File: src/rtl/elevator_controller.sv
// -----------------------------------------------------------------------------
// elevator_controller
//
// Floor-call scheduler and motion sequencer. Single-cycle call pulses are
// latched into a pending-request vector. A SCAN policy keeps moving in the
// current direction while requests remain ahead, and reverses only when none
// are left. Internal counters time floor-to-floor travel and door dwell.
//
// Ports
//   clk         system clock, all state changes on the rising edge
//   reset       synchronous, active-high reset
//   call_pulse  one-cycle call pulses, bit i = call to floor i
//   floor       current floor index (registered)
//   motor_up    high while moving up
//   motor_down  high while moving down
//   door_open   high during door dwell
//   pending     registered pending-request vector
//   dir_up      current/last travel direction, 1 = up
// -----------------------------------------------------------------------------
module elevator_controller #(
  parameter int N_FLOORS      = 4,
  parameter int FLOOR_W       = 2,
  parameter int TRAVEL_CYCLES = 8,
  parameter int DOOR_CYCLES   = 6
) (
  input  logic                clk,
  input  logic                reset,
  input  logic [N_FLOORS-1:0] call_pulse,
  output logic [FLOOR_W-1:0]  floor,
  output logic                motor_up,
  output logic                motor_down,
  output logic                door_open,
  output logic [N_FLOORS-1:0] pending,
  output logic                dir_up
);

  localparam int TCNT_W = $clog2(TRAVEL_CYCLES);
  localparam int DCNT_W = $clog2(DOOR_CYCLES);
  localparam logic [TCNT_W-1:0] TRAVEL_LAST = TCNT_W'(TRAVEL_CYCLES - 1);
  localparam logic [DCNT_W-1:0] DOOR_LAST   = DCNT_W'(DOOR_CYCLES - 1);
  localparam logic [FLOOR_W-1:0] TOP_FLOOR  = FLOOR_W'(N_FLOORS - 1);

  typedef enum logic [1:0] {
    IDLE,
    MOVE_UP,
    MOVE_DOWN,
    DOOR
  } state_t;

  state_t              state, state_d;
  logic [FLOOR_W-1:0]  floor_d;
  logic [N_FLOORS-1:0] pending_d;
  logic                dir_up_d;
  logic [TCNT_W-1:0]   travel_cnt, travel_cnt_d;
  logic [DCNT_W-1:0]   dwell_cnt, dwell_cnt_d;

  // Requests as they stand on this edge, including the pulses being sampled.
  logic [N_FLOORS-1:0] pending_seen;
  logic [FLOOR_W-1:0]  floor_above, floor_below;

  function automatic logic [N_FLOORS-1:0] floor_bit(input logic [FLOOR_W-1:0] f);
    logic [N_FLOORS-1:0] b;
    b    = '0;
    b[f] = 1'b1;
    return b;
  endfunction

  function automatic logic any_above(input logic [N_FLOORS-1:0] vec,
                                     input logic [FLOOR_W-1:0]  f);
    logic r;
    r = 1'b0;
    for (int i = 0; i < N_FLOORS; i++)
      if (FLOOR_W'(i) > f) r = r | vec[i];
    return r;
  endfunction

  function automatic logic any_below(input logic [N_FLOORS-1:0] vec,
                                     input logic [FLOOR_W-1:0]  f);
    logic r;
    r = 1'b0;
    for (int i = 0; i < N_FLOORS; i++)
      if (FLOOR_W'(i) < f) r = r | vec[i];
    return r;
  endfunction

  always_comb begin
    // NOTE: every variable written here gets a default first, so no path
    // leaves one unassigned and no latch is inferred.
    state_d      = state;
    floor_d      = floor;
    dir_up_d     = dir_up;
    travel_cnt_d = travel_cnt;
    dwell_cnt_d  = dwell_cnt;
    pending_seen = pending | call_pulse;
    pending_d    = pending_seen;
    floor_above  = floor + FLOOR_W'(1);
    floor_below  = floor - FLOOR_W'(1);

    case (state)
      // IDLE decides from the registered request vector only, so a call
      // latched on this edge is acted on at the next one.
      IDLE: begin
        if (pending[floor]) begin
          state_d     = DOOR;
          dwell_cnt_d = '0;
          pending_d   = pending_seen & ~floor_bit(floor);
        end else if (dir_up && any_above(pending, floor)) begin
          state_d      = MOVE_UP;
          travel_cnt_d = '0;
        end else if (!dir_up && any_below(pending, floor)) begin
          state_d      = MOVE_DOWN;
          travel_cnt_d = '0;
        end else if (any_above(pending, floor)) begin
          state_d      = MOVE_UP;
          travel_cnt_d = '0;
          dir_up_d     = 1'b1;
        end else if (any_below(pending, floor)) begin
          state_d      = MOVE_DOWN;
          travel_cnt_d = '0;
          dir_up_d     = 1'b0;
        end
      end

      // On arrival the new floor is tested against requests including this
      // edge's pulses, so a late call for the arriving floor still stops us.
      MOVE_UP: begin
        if (travel_cnt == TRAVEL_LAST) begin
          floor_d      = floor_above;
          travel_cnt_d = '0;
          if (pending_seen[floor_above]) begin
            state_d     = DOOR;
            dwell_cnt_d = '0;
            pending_d   = pending_seen & ~floor_bit(floor_above);
          end else if (!any_above(pending_seen, floor_above)) begin
            state_d = IDLE;
          end
        end else begin
          travel_cnt_d = travel_cnt + TCNT_W'(1);
        end
      end

      MOVE_DOWN: begin
        if (travel_cnt == TRAVEL_LAST) begin
          floor_d      = floor_below;
          travel_cnt_d = '0;
          if (pending_seen[floor_below]) begin
            state_d     = DOOR;
            dwell_cnt_d = '0;
            pending_d   = pending_seen & ~floor_bit(floor_below);
          end else if (!any_below(pending_seen, floor_below)) begin
            state_d = IDLE;
          end
        end else begin
          travel_cnt_d = travel_cnt + TCNT_W'(1);
        end
      end

      // A call to this floor is absorbed and re-opens the door, which takes
      // priority over the dwell expiring on the same edge.
      DOOR: begin
        pending_d = pending_seen & ~floor_bit(floor);
        if (call_pulse[floor]) begin
          dwell_cnt_d = '0;
        end else if (dwell_cnt == DOOR_LAST) begin
          state_d = IDLE;
        end else begin
          dwell_cnt_d = dwell_cnt + DCNT_W'(1);
        end
      end

      default: state_d = IDLE;
    endcase
  end

  always_ff @(posedge clk) begin
    // NOTE: state registers use non-blocking assignments so every register
    // samples the pre-edge values regardless of statement order.
    if (reset) begin
      state      <= IDLE;
      floor      <= '0;
      pending    <= '0;
      dir_up     <= 1'b1;
      travel_cnt <= '0;
      dwell_cnt  <= '0;
    end else begin
      state      <= state_d;
      floor      <= floor_d;
      pending    <= pending_d;
      dir_up     <= dir_up_d;
      travel_cnt <= travel_cnt_d;
      dwell_cnt  <= dwell_cnt_d;
    end
  end

  assign motor_up   = (state == MOVE_UP);
  assign motor_down = (state == MOVE_DOWN);
  assign door_open  = (state == DOOR);

  a_floor_in_range: assert property (@(posedge clk) disable iff (reset)
    int'(floor) < N_FLOORS);
  a_no_up_at_top: assert property (@(posedge clk) disable iff (reset)
    motor_up |-> floor != TOP_FLOOR);
  a_no_down_at_ground: assert property (@(posedge clk) disable iff (reset)
    motor_down |-> floor != '0);
  a_outputs_exclusive: assert property (@(posedge clk) disable iff (reset)
    $onehot0({motor_up, motor_down, door_open}));

endmodule
File: config.mk
export PLATFORM = sky130hd
export DESIGN_NAME = elevator_controller
export DESIGN_NICKNAME = d
export VERILOG_FILES = /design/src/rtl/elevator_controller.sv
export SDC_FILE = /design/constraint.sdc
export NUM_CORES = 1
export LEC_CHECK = 0
export BUFFER_PORTS_ARGS = -buffer_cell sky130_fd_sc_hd__buf_2
export CORE_ASPECT_RATIO = 0.5
export CORE_MARGIN = 2
export CORE_UTILIZATION = 25
export CTS_BUF_LIST = sky130_fd_sc_hd__clkbuf_2
export CTS_CLUSTER_SIZE = 25
export DETAILED_ROUTE_END_ITERATION = 7
export PLACE_DENSITY = 0.44
export REMOVE_ABC_BUFFERS = 1
export SLEW_MARGIN = 30
export SYNTH_ARGS = -nofsm -noshare
export SYNTH_HDL_FRONTEND = slang
export SYNTH_SLANG_ARGS = --single-unit
File: constraint.sdc
create_clock -name clk -period 2.1 [get_ports clk]
set_input_delay 0.105 -clock clk [delete_from_list [all_inputs] [get_ports clk]]
set_output_delay 0.105 -clock clk [all_outputs]
set_load 0.02 [all_outputs]
==> out/results.ini <==
[run_status]
outcome = complete, no violations

[global_route]
grtUsageTotal_pct = 13.90
first_global_vias = 1203
grt_max_degree = 17
gr-total-overflow = 0
antenna_found_initial = 0
grt_pass1_wl_mm = 6.092

[power]
intPower_uw = 1213
switchingPower_uw = 1123
pwr-share-clk_pct = 6.5
peakVddDrop_uv = 365.6
pwr-share-seq_pct = 18.5
power_density_nw_per_um2 = 1481
p_comb_share_pct = 75.0
p_sw_share_pct = 48.07
cellLeakagePower_uw = 0.0006690

[setup_path]
worstPathRequired_ns = 2.32
cp-start-kind = flip-flop
path_class = reg -> reg
r2r_setup_slack_ns = 0.10
crit_path_end_kind = flip-flop
cp.arrival_ns = 2.22
cp_max_fo = 11

[sta]
fin_crit_ns = 1.996
fin_skew_ns = 0.005238
fin_crit_sh_pct = 95.05
slew_violations = 0
hold_ws_ns = 0.1545
max_freq_mhz = 501.0
worst_slew_pin_slew_ns = 0.3797
setup_violations = 0
rsz0062_at_grt = no
slew_headroom_pct = 74.69
finalSetupTns_ns = 0
hold_violations = 0

[final_layout]
multi_input_area_sq_um = 947.2
n_antenna_cell = 0
area_growth_pct = 21.62
seqCellArea_sq_um = 300.3
nets = 207
layout.cells.non_filler = 256
nFillCells = 549
drive_above_1_share_pct = 24.73

[detailed_routing]
drc_errors = 0
wl_per_cell_microns = 14.61
first_iter_violations = 97
vias = 1272
wl_mm = 3.741
vias_per_cell = 4.969
ant_nets = 0
firstDrtPassIters = 4

[place]
dp.cells = 252
io_buffer_count = 15
gp_congestion = 0.8253
dp_hpwl_mm = 2.999

[synth]
synth-seq-cells = 15
avgSynthCellArea_sq_um = 8.204
ys_top_cells_by_count = 17 x nand2_1, 15 x dfxtp_1, 14 x ha_1, 14 x nor2_1, 13 x a21oi_1
async_reset_ff_share_pct = 0
synth_most_common_cell = nand2_1
synth_area_sq_um = 1296
synth_top_area_share_pct = 23.17
synth.area.top_cells = dfxtp_1 23%, ha_1 14%, a21oi_1 5.0%, nand2_1 4.9%, nor2_1 4.1%
synthDistinctLibCells = 45
synthCells = 158
synth_top_area_cell = dfxtp_1
yosysWarnings = 0
seq_area_frac_synth_pct = 23.17
synth-edff-count = 0
synth-main-ff-cell = dfxtp_1

[die]
io_pins = 16
dieArea_sq_um = 5812
die_width_microns = 105.8
core_sq_um = 4955
initial_utilization_pct = 26.16
fp-row-count = 18
die_h_microns = 54.92

[clock_tree]
cts_tree = done
insertion_delay_ns = 0.30
cts-root-buf = clkbuf_2
cts_made_buffers = 3
hold_buffers = 0
clockBufferDepth = 2
cts_max_level = 1
clkTransAtPathRegs_ns = 0.17
clkSinkCount = 15

[flow_run]
maxCapViolCount = 0

[worst_hold_path]
hp-class = in -> reg

registers in the layout, indices dropped and copies added (netlist names):
register / flops
pending: 4
dwell_cnt: 3
travel_cnt: 3
floor: 2
state: 2
dir_up: 1
worst max-delay path, cell delays in order (launching register included):
cell       delay (ns)
dfxtp_1          0.36
buf_4            0.19
ha_1             0.22
inv_1            0.09
a221oi_4         0.42
a31oi_1          0.14
o2111ai_1        0.13
mux2_2           0.37
power by group through the flow:
stage / clock network (uW) / logic [uW] / registers [uW]
finish: 152 / 1750 / 431
CTS: 160 / 1700 / 430
floorplan: 0 / 1080 / 521
detailed placement: 0 / 1690 / 438
global placement: 0 / 1710 / 438
global route: 174 / 1930 / 443
cell type report:
class | count | area share (%)
multi-input cells | 127 | 60.08
flip-flops and latches | 15 | 19.05
repair buffers | 29 | 11.43
well taps | 70 | 5.556
inverters | 11 | 2.619
clock buffers | 3 | 0.9524
clock inverters | 1 | 0.3175
through the flow:
stage | total power [uW] | instance area (sq um) | utilization, % | setup slack (ns)
2_1_floorplan | 1599 | 1270 | - | -0.2878
3_3_place_gp | 2149 | 1538 | 31.04 | 0.09566
3_5_place_dp | 2132 | 1538 | 31.04 | 0.03934
4_1_cts | 2293 | 1558 | 31.44 | 0.02028
5_1_grt | 2543 | 1577 | 31.82 | 0.01185
6_report | 2335 | 1577 | 31.82 | 0.1039
kinds of logic after synthesis:
logic type	Yosys count	synth area share [%]
flops	15	23.17
simple gates	56	22.59
buf+inv	16	5.212
fa+ha+maj	14	13.51
compound gates	48	26.74
mux	7	7.432
xor+xnor	2	1.352
what timing repair did:
| item | CTS | global route |
|---|---|---|
| setup buffers | 0 | 0 |
| endpoints found under the setup margin | 0 | 3 |
| resized for setup | 0 | 4 |
worst paths after layout:
check,cells past startpoint,endpoint,startpoint
max,7,state[1],floor[0]
min,2,travel_cnt[0],reset
max reg2reg,7,state[1],floor[0]
min reg2reg,2,travel_cnt[1],travel_cnt[1]
layout by cell type, fill, tap and decap left out, drive strengths merged, types with 2 or more instances in the layout:
master and n:
a211o 4, a211oi 3, a21oi 13, buf 29, clkbuf 3, dfxtp 15
ha 14, inv 11, mux2i 4, mux4 2, nand2 17, nand2b 6
nand3 4, nor2 14, nor3b 3, o21ai 9, o21bai 2, o221ai 2
o22ai 3, or2 3
routing by layer:
layer / vias to the layer above / share of wire [%] / global-route usage (%)
met4: 0 / 0.72 / 3.728
met5: - / 0 / 0
met3: 2 / 6.4 / 3.864
met2: 34 / 47 / 25.16
met1: 606 / 46 / 16.90
li1: 630 / - / -
No activity file was read; power rests on OpenSTA's default activity.
